File: config.mk
export PLATFORM = sky130hd
export DESIGN_NAME = dma_priority_arbiter
export DESIGN_NICKNAME = d
export VERILOG_FILES = /design/src/rtl/dma_priority_arbiter.sv
export SDC_FILE = /design/constraint.sdc
export NUM_CORES = 1
export LEC_CHECK = 0
export ABC_AREA = 1
export CORE_AREA = 2 2 39 41
export CTS_BUF_LIST = sky130_fd_sc_hd__clkbuf_2 sky130_fd_sc_hd__clkbuf_4 sky130_fd_sc_hd__clkbuf_8
export DETAILED_ROUTE_END_ITERATION = 8
export DIE_AREA = 0 0 41 43
export MAX_ROUTING_LAYER = met4
export PLACE_DENSITY_LB_ADDON = 0.15
export SETUP_SLACK_MARGIN = 0.02
export SLEW_MARGIN = 20
export SYNTH_ARGS = -nofsm -noshare
export SYNTH_HDL_FRONTEND = slang
export SYNTH_SLANG_ARGS = --single-unit
File: constraint.sdc
create_clock -name CLK -period 2.5 [get_ports CLK]
set_input_delay 0.5 -clock CLK [delete_from_list [all_inputs] [get_ports CLK]]
set_output_delay 0.5 -clock CLK [all_outputs]
set_load 0.03 [all_outputs]
File: src/rtl/dma_priority_arbiter.sv
// DMA priority arbiter: masks channel requests, runs the HRQ/HLDA handshake and holds one DACK until end of service.
// Optional `ROTATING_PRIORITY_EN` rotates priority so the channel just served becomes lowest priority.
module dma_priority_arbiter #(
    parameter int NUM_CH = 4
) (
    input  logic              CLK,
    input  logic              RESET,
    input  logic              DREQ0,
    input  logic              DREQ1,
    input  logic              DREQ2,
    input  logic              DREQ3,
    input  logic              HLDA,
    input  logic              maskWrite,
    input  logic [NUM_CH-1:0] maskData,
    input  logic              xferDone,
    input  logic              eopIn,
    output logic              HRQ,
    output logic              DACK0,
    output logic              DACK1,
    output logic              DACK2,
    output logic              DACK3,
    output logic [1:0]        activeCh,
    output logic              grantValid,
    output logic [NUM_CH-1:0] maskReg
);

    typedef enum logic [1:0] {IDLE, HOLD_REQ, GRANT, RELEASE} state_t;

    state_t            state_reg, state_next;
    logic [1:0]        active_ch_reg;
    logic [NUM_CH-1:0] mask_reg;
    logic [NUM_CH-1:0] dreq, req, req_rot, dack;
    logic [1:0]        top_pri, win_off, winner;
    logic              svc_done, eop_set, latch_win;

    assign dreq = {DREQ3, DREQ2, DREQ1, DREQ0};
    assign req  = dreq & ~mask_reg;

    // A normal end of service requires HLDA still high; an HLDA drop takes the error path instead.
    assign svc_done  = (state_reg == GRANT) && HLDA && xferDone;
    assign eop_set   = svc_done && eopIn;
    assign latch_win = (state_reg == HOLD_REQ) && HLDA && (|req);

    // Rotate the request vector so bit 0 is the current top-priority channel.
    genvar gi;
    generate
        for (gi = 0; gi < NUM_CH; gi++) begin : g_rot
            assign req_rot[gi] = req[2'(gi) + top_pri];
        end
    endgenerate

    always_comb begin
        win_off = 2'd0;
        for (int i = NUM_CH - 1; i >= 0; i--) begin
            if (req_rot[i]) win_off = 2'(i);
        end
        winner = win_off + top_pri;
    end

`ifdef ROTATING_PRIORITY_EN
    logic [1:0] top_pri_reg;

    always_ff @(posedge CLK) begin
        if (!RESET)
            top_pri_reg <= 2'd0;
        else if (svc_done)
            top_pri_reg <= active_ch_reg + 2'd1;
    end

    assign top_pri = top_pri_reg;
`else
    assign top_pri = 2'd0;
`endif

    always_ff @(posedge CLK) begin
        if (!RESET) begin
            state_reg     <= IDLE;
            active_ch_reg <= 2'd0;
            mask_reg      <= '1;
        end else begin
            state_reg <= state_next;
            if (latch_win)
                active_ch_reg <= winner;
            // An explicit mask write overrides the EOP auto-mask in the same cycle.
            if (maskWrite)
                mask_reg <= maskData;
            else if (eop_set)
                mask_reg[active_ch_reg] <= 1'b1;
        end
    end

    always_comb begin
        state_next = state_reg;
        case (state_reg)
            IDLE:     if (|req) state_next = HOLD_REQ;
            HOLD_REQ: if (HLDA) state_next = (|req) ? GRANT : RELEASE;
            GRANT:    if (!HLDA || xferDone) state_next = RELEASE;
            RELEASE:  if (!HLDA) state_next = IDLE;
            default:  state_next = IDLE;
        endcase
    end

    always_comb begin
        dack       = '0;
        grantValid = (state_reg == GRANT);
        HRQ        = (state_reg == HOLD_REQ) || (state_reg == GRANT);
        if (state_reg == GRANT)
            dack[active_ch_reg] = 1'b1;
    end

    assign DACK0    = dack[0];
    assign DACK1    = dack[1];
    assign DACK2    = dack[2];
    assign DACK3    = dack[3];
    assign activeCh = active_ch_reg;
    assign maskReg  = mask_reg;

endmodule
After elaboration in Yosys (flattened, before gate mapping)

Cells that the tools add are included.
W data, S select, Z words.

Register bits: 8
Bits of input ports: 14
Output and inout port bits: 12
Word-level logic and storage cells: 43

Order comparisons: 2
Eq/ne operators: 7
Multiplexer cells: 15
Bitwise gates (word level): 3
Reductions and logical operators: 13

Operators by type and width:

| cell                 | number |
|---|---|
| $mux W2              | 8 |
| $mux W4              | 3 |
| $pmux W2 S4          | 1 |
| $logic_and A1 B1 Y1  | 6 |
| $ne A2 B2 Y1 const B | 3 |
| $and A4 B4 Y4        | 1 |
| $eq A2 B2 Y1 const B | 2 |
| $not A4 Y4           | 1 |
| $or A4 B4 Y4         | 1 |
| $reduce_and A4 Y1    | 1 |
| $reduce_or A4 Y1     | 1 |
| $lt A2 B3 Y1 const B | 1 |
| $demux W1 S2         | 1 |
| $eq A2 B1 Y1 const B | 1 |
| $ge A2 B1 Y1 const B | 1 |
| $logic_not A2 Y1     | 1 |
| $logic_or A1 B1 Y1   | 2 |
| $mux W1              | 2 |
| $ne A2 B1 Y1 const B | 1 |
| $reduce_bool A2 Y1   | 1 |
| $logic_not A1 Y1     | 1 |

Longest topological paths before layout

Gate-level depths: netlist of the first run.

Depth after elaboration: 7
Depth in mapped cells: 8
Depth with buffers taken out: 8

Worst setup path after synthesis of the first run

No wires, ideal clock.

Path kind: register to output
From: reg state_reg[0]
To: out DACK0
Arrival time: 1,373 ps
Required time: 2,000 ps
Path slack: 627 ps
Cell stages (with the launch flop): 5
Path buffers: 0
Cells stage by stage: dfxtp_1 -> inv_1 -> ha_1 -> inv_1 -> nor2_1

Cells in the longest elaborated chain, start to end: 2

RTL lines:

| what                   | RTL line | RTL |
|---|---|---|
| from (decl)            | 29       | `state_t state_reg, state_next;` |
| from (signal assigned) | 81       | `state_reg <= state_next;` |
| $eq A2 B2 Y1           | -        |  |
| named net grantValid   | 23       | `output logic grantValid,` |
| $mux W4                | 107      | `if (state_reg == GRANT)` |
| to (decl)              | 18       | `output logic DACK0,` |

The timed path passes the listed nets, and every way through them passes these cells.

Worst setup path after layout of the first run

From: reg state_reg[0]
To: out DACK1

Cells in the longest elaborated chain, start to end: 2

RTL lines:

| what         | RTL line | RTL |
|---|---|---|
| $eq A2 B2 Y1 | 107      |  |
| $mux W4      | 107      |  |
| to (decl)    | 19       | `output logic DACK1,` |

Every way passes these cells.

==> flow_metrics.py, run 1 <==
metrics = {
    "clock_tree": {
        "clkTransAtPathRegs_ns": 0.06,
        "cts_tree": "built",
        "post_cts_resized": 0,
        "h-tree-depth": 1,
        "clockBufferDepth": 2,
        "clk_latency_ns": 0.25,
        "cts-root-buf": "clkbuf_4",
        "cts_sinks": 8,
        "post_cts_buffers": 0,
        "cts_made_buffers": 3,
        "hold_buffers": 0,
    },
    "layout": {
        "final_util_pct": 62.21,
        "largest_reg_flops": 4,
        "area_growth_pct": 51.54,
        "final_cell_area_um2": 860.8,
        "final_common_cell": "clkdlybuf4s50_1",
        "layout.nets": 128,
        "final_cell_mix": "clkdlybuf4s50_1 (25), nand2_1 (17), inv_1 (10)",
        "post_route_cells_drive_above_1_share_pct": 13.08,
        "antenna_cells": 0,
    },
    "routing": {
        "wire_per_inst_um": 11.20,
        "wl_mm": 1.378,
        "vias_per_cell": 4.854,
        "ant_nets": 0,
        "dr.pass1.iters": 3,
        "drt_iter0_markers": 3,
        "drc": 0,
        "dr_total_vias": 597,
    },
    "yosys": {
        "synth_cell_type_count": 18,
        "synth_area_um2": 568.0,
        "yosysSeqAreaShare_pct": 28.19,
        "syn-num-nets": 98,
        "synth_warnings": 0,
        "synth_cells": 79,
        "ys_ff_latch": 8,
        "synth.avg_cell_area_um2": 7.190,
    },
    "floorplan": {
        "rows": 14,
        "io_pins": 26,
        "die_w_um": 41,
        "die_h_um": 43,
        "dieArea_um2": 1763,
        "initial_core_util_pct": 41.05,
        "core_area_um2": 1384,
    },
    "grt": {
        "grt-ovfl-total": 0,
        "grt_usage_pct": 18.93,
        "antenna_found_initial": 0,
        "grt_pass1_vias": 530,
        "grt_max_degree": 9,
        "grt_pass1_wl_mm": 2.145,
    },
    "setup_path": {
        "cp_max_fo": 5,
        "critPathLaunchType": "register",
        "end_kind": "output port",
        "critical_path_class": "register to output port",
        "cp.arrival_ns": 1.81,
        "cp.required_ns": 2.00,
    },
    "pwr": {
        "power.density_nw_per_um2": 657.7,
        "power.leakage_nw": 0.3740,
        "power.total_uw": 566.1,
        "peakVddDrop_mv": 0.4685,
    },
    "place": {
        "place.port_buffers": 25,
        "dp.final_hpwl_mm": 1.141,
        "gp_congestion": 0.7809,
        "detailed_place.area_um2": 838.3,
    },
    "sta": {
        "hold_viol": 0,
        "layout_min_cycle_time_ns": 2.308,
        "whs_ns": 0.5186,
        "maxSlewViolCount": 0,
        "worst_slew_pin_slew_ns": 0.3131,
        "fin_setup_tns_ns": 0,
        "fin_skew_ns": 0.0005129,
        "setup_viol": 0,
        "fin_crit_sh_pct": 92.33,
        "worst_slew_margin_rel_pct": 79.06,
        "fmax_mhz": 433.2,
        "rsz0062_at_grt": "no",
    },
    "hold_path": {
        "hp-class": "register to register",
    },
    "status": {
        "status": "complete, no violations",
    },
    "flow_run": {
        "cap_violations": 0,
    },
}
## layout make-up
| class | count | area (µm²) |
|---|---|---|
| repair buffers | 25 | 250.2 |
| fillers | 151 | 523.0 |
| clock buffers | 3 | 22.52 |
| inverters | 12 | 45.04 |
| flip-flops and latches | 8 | 160.2 |
| well taps | 16 | 20.02 |
| multi-input cells | 59 | 362.8 |
## worst max-delay path: stages, from the launching register on
cell,delay [ns]
dfxtp_1,0.35
inv_1,0.11
ha_1,0.22
inv_1,0.10
nor2_1,0.11
clkdlybuf4s50_1,0.67
## power breakdown
| group | switching, mW | internal [mW] |
|---|---|---|
| clock network | 0.0502 | 0.0554 |
| logic | 0.172 | 0.127 |
| registers | 0.0174 | 0.144 |
| total | 0.239 | 0.327 |
## metrics by stage
stage / setup slack [ns] / std cells
3_3_place_gp: 0.4974 / 120
3_5_place_dp: 0.4544 / 120
4_1_cts: 0.1631 / 123
6_report: 0.1917 / 123
2_1_floorplan: 0.6269 / 79
5_1_grt: 0.06545 / 123
## synth_stat cells
master / count / area (µm²)
nor2_1: 8 / 30.03
ha_1: 5 / 62.56
nor2_8: 1 / 20.02
o21ai_0: 5 / 25.02
o211ai_1: 5 / 37.54
nand2_2: 2 / 12.51
nand2_1: 17 / 63.81
dfxtp_1: 8 / 160.2
a21oi_2: 1 / 8.760
inv_1: 10 / 37.54
nor2_2: 1 / 6.260
nand3_1: 4 / 20.02
nor3_1: 1 / 5.000
a21oi_1: 3 / 15.01
o21ai_1: 1 / 5.000
inv_2: 2 / 7.510
nand2_4: 4 / 45.04
nand4_1: 1 / 6.260
## metal layers
| metal | up-vias | GRT usage, % | wire length (µm) |
|---|---|---|---|
| met4 | 0 | 12.00 | 17 |
| met5 | - | - | 0 |
| met1 | 270 | 21.22 | 628 |
| li1 | 310 | - | - |
| met3 | 2 | 3.141 | 67 |
| met2 | 15 | 29.38 | 666 |
## path summary, 6_finish.rpt
kind         depth (start not counted)          from  slack, ns      endpoint
max reg2reg                          7  state_reg[1]       1.15  state_reg[0]
max                                  5  state_reg[0]       0.19         DACK1
min reg2reg                          2  state_reg[1]       0.52  state_reg[1]
min                                  2  state_reg[1]       0.52  state_reg[1]
## cells by family after synthesis
kind of cell,synth area share (%)
buf+inv,7.931
simple gates,36.78
fa+ha+maj,11.01
flops,28.19
compound gates,16.08
Power figures use the tool's default switching activity.
==> run 2, diff against run 1 <==
- PLACE_DENSITY_LB_ADDON: 0.15 -> 0.3
==> run 2 against run 1 <==
Cell count unchanged. Worst setup slack worse by 0.011 ns. Die area is the same. Critical endpoint is now DACK2. Sequential power barely moved. Clock skew increased by 0.0035 ns. Worst hold slack worse by 0.0080 ns. Combinational power increased by 1%. Largest cell class unchanged. Global-route usage is essentially flat. Register-to-register slack is essentially flat. Critical path type unchanged. Via count down 0.50%.
==> flow_metrics.py, run 2 (synthesized netlist as in run 1, its figures left out) <==
metrics = {
    "floorplan": {
        "dieArea_um2": 1763,
        "rows": 14,
        "die_h_um": 43,
        "core_area_um2": 1384,
        "io_pins": 26,
        "die_w_um": 41,
        "initial_core_util_pct": 41.05,
    },
    "routing": {
        "dr.pass1.iters": 4,
        "vias_per_cell": 4.829,
        "wl_mm": 1.313,
        "drt_iter0_markers": 7,
        "ant_nets": 0,
        "drc": 0,
        "wire_per_inst_um": 10.67,
        "dr_total_vias": 594,
    },
    "pwr": {
        "pwr-share-seq_pct": 28.4,
        "switching_share_pct": 42.37,
        "p_int_uw": 327.5,
        "clockPowerShare_pct": 18.2,
        "power.total_uw": 568.2,
        "pwr-share-comb_pct": 53.4,
        "power.leakage_nw": 0.3740,
        "power.density_nw_per_um2": 660.1,
        "switchingPower_uw": 240.7,
        "peakVddDrop_mv": 0.4617,
    },
    "layout": {
        "post_route_cells_drive_above_1_share_pct": 13.08,
        "final_util_pct": 62.21,
        "final_cell_mix": "clkdlybuf4s50_1 (25), nand2_1 (17), inv_1 (10)",
        "layout.nets": 128,
        "area_growth_pct": 51.54,
        "largest_reg_flops": 4,
        "antenna_cells": 0,
        "final_common_cell": "clkdlybuf4s50_1",
    },
    "sta": {
        "worst_slew_pin_slew_ns": 0.3238,
        "layout_min_cycle_time_ns": 2.320,
        "fin_setup_tns_ns": 0,
        "worst_slew_margin_rel_pct": 78.34,
        "fin_skew_ns": 0.004014,
        "setup_viol": 0,
        "finalWorstSetupSlack_ns": 0.1803,
        "fin_crit_sh_pct": 92.79,
        "maxSlewViolCount": 0,
        "hold_viol": 0,
        "rsz0062_at_grt": "no",
        "fmax_mhz": 431.1,
    },
    "clock_tree": {
        "clkTransAtPathRegs_ns": 0.06,
        "hold_buffers": 0,
        "cts_made_buffers": 3,
        "cts-root-buf": "clkbuf_4",
        "clk_latency_ns": 0.26,
        "h-tree-depth": 1,
        "post_cts_buffers": 0,
        "clockBufferDepth": 2,
        "cts_sinks": 8,
        "post_cts_resized": 0,
        "cts_tree": "built",
    },
    "setup_path": {
        "cp.arrival_ns": 1.82,
        "critPathMaxStageDelay_ns": 0.67,
        "end_kind": "output port",
        "crit_path_frequent_cell": "inv_1",
        "cp.required_ns": 2.00,
        "critPathLaunchType": "register",
        "crit_chain": "inv_1 -> ha_1 -> inv_1 -> nor2_1 -> clkdlybuf4s50_1",
        "cp_max_fo": 5,
        "critical_path_class": "register to output port",
        "reg2reg_depth": 7,
        "crit_slowest_cell": "clkdlybuf4s50_1",
    },
    "grt": {
        "grtUsageMet3_pct": 4.188,
        "grt_pass1_wl_mm": 2.132,
        "grt_max_degree": 9,
        "use_met2_pct": 31.25,
        "grt_usage_pct": 18.97,
        "busiest_layer": "met2",
        "antenna_found_initial": 0,
        "grt-ovfl-total": 0,
        "gr-usage-met1_pct": 18.77,
        "grt_pass1_vias": 550,
    },
    "place": {
        "dp.final_hpwl_mm": 1.103,
        "gp_congestion": 0.7738,
        "place.port_buffers": 25,
        "pre_cts_slack_ns": 0.4498,
    },
    "hold_path": {
        "hp-class": "register to register",
        "min_path_cells": 2,
    },
    "status": {
        "status": "complete, no violations",
    },
    "flow_run": {
        "cap_violations": 0,
    },
}
==> run 2: cell counts in the layout (fill, tap and decap cells not counted) <==
No cell type changed its count.
==> run 2: per-stage QoR <==
stage,area (µm²),cells,hold WS [ns]
finish,860.8,123,0.5106
detailed placement,838.3,120,0.5024
global route,860.8,123,0.5295
floorplan,568.0,79,0.4717
CTS,860.8,123,0.5103
global placement,838.3,120,0.4964
==> run 2: final timing paths <==
path	startpoint	to	slack, ns
worst min register to register	state_reg[1]	state_reg[1]	0.51
worst max-delay path	state_reg[0]	DACK2	0.18
worst max register to register	state_reg[0]	state_reg[0]	1.14
worst min-delay path	state_reg[1]	state_reg[1]	0.51
==> run 2: final cells by class <==
cell class                      count  area (µm²)
Timing Repair Buffer               25       250.2
Inverter                           12       45.04
Tap cell                           16       20.02
Clock buffer                        3       22.52
Sequential cell                     8       160.2
Fill cell                         141       523.0
Multi-Input combinational cell     59       362.8
==> run 2: worst max-delay path, delay by kind of cell (launching register included) <==
kind | cells | cell delay, ns
and+or+nand+nor | 1 | 0.12
adders and majority gates | 1 | 0.21
DFF | 1 | 0.34
buffers and inverters | 3 | 0.88
==> run 2: layer usage <==
metal | wire (µm) | up-vias
li1 | - | 311
met4 | 25 | 0
met2 | 649 | 22
met5 | 0 | -
met1 | 527 | 257
met3 | 111 | 4
==> run 2: power groups by stage <==
stage | sequential, mW | combinational (mW) | clock, mW
floorplan | 0.171 | 0.197 | 0
global placement | 0.163 | 0.298 | 0
detailed placement | 0.164 | 0.305 | 0
CTS | 0.162 | 0.307 | 0.104
global route | 0.163 | 0.333 | 0.112
finish | 0.161 | 0.303 | 0.103
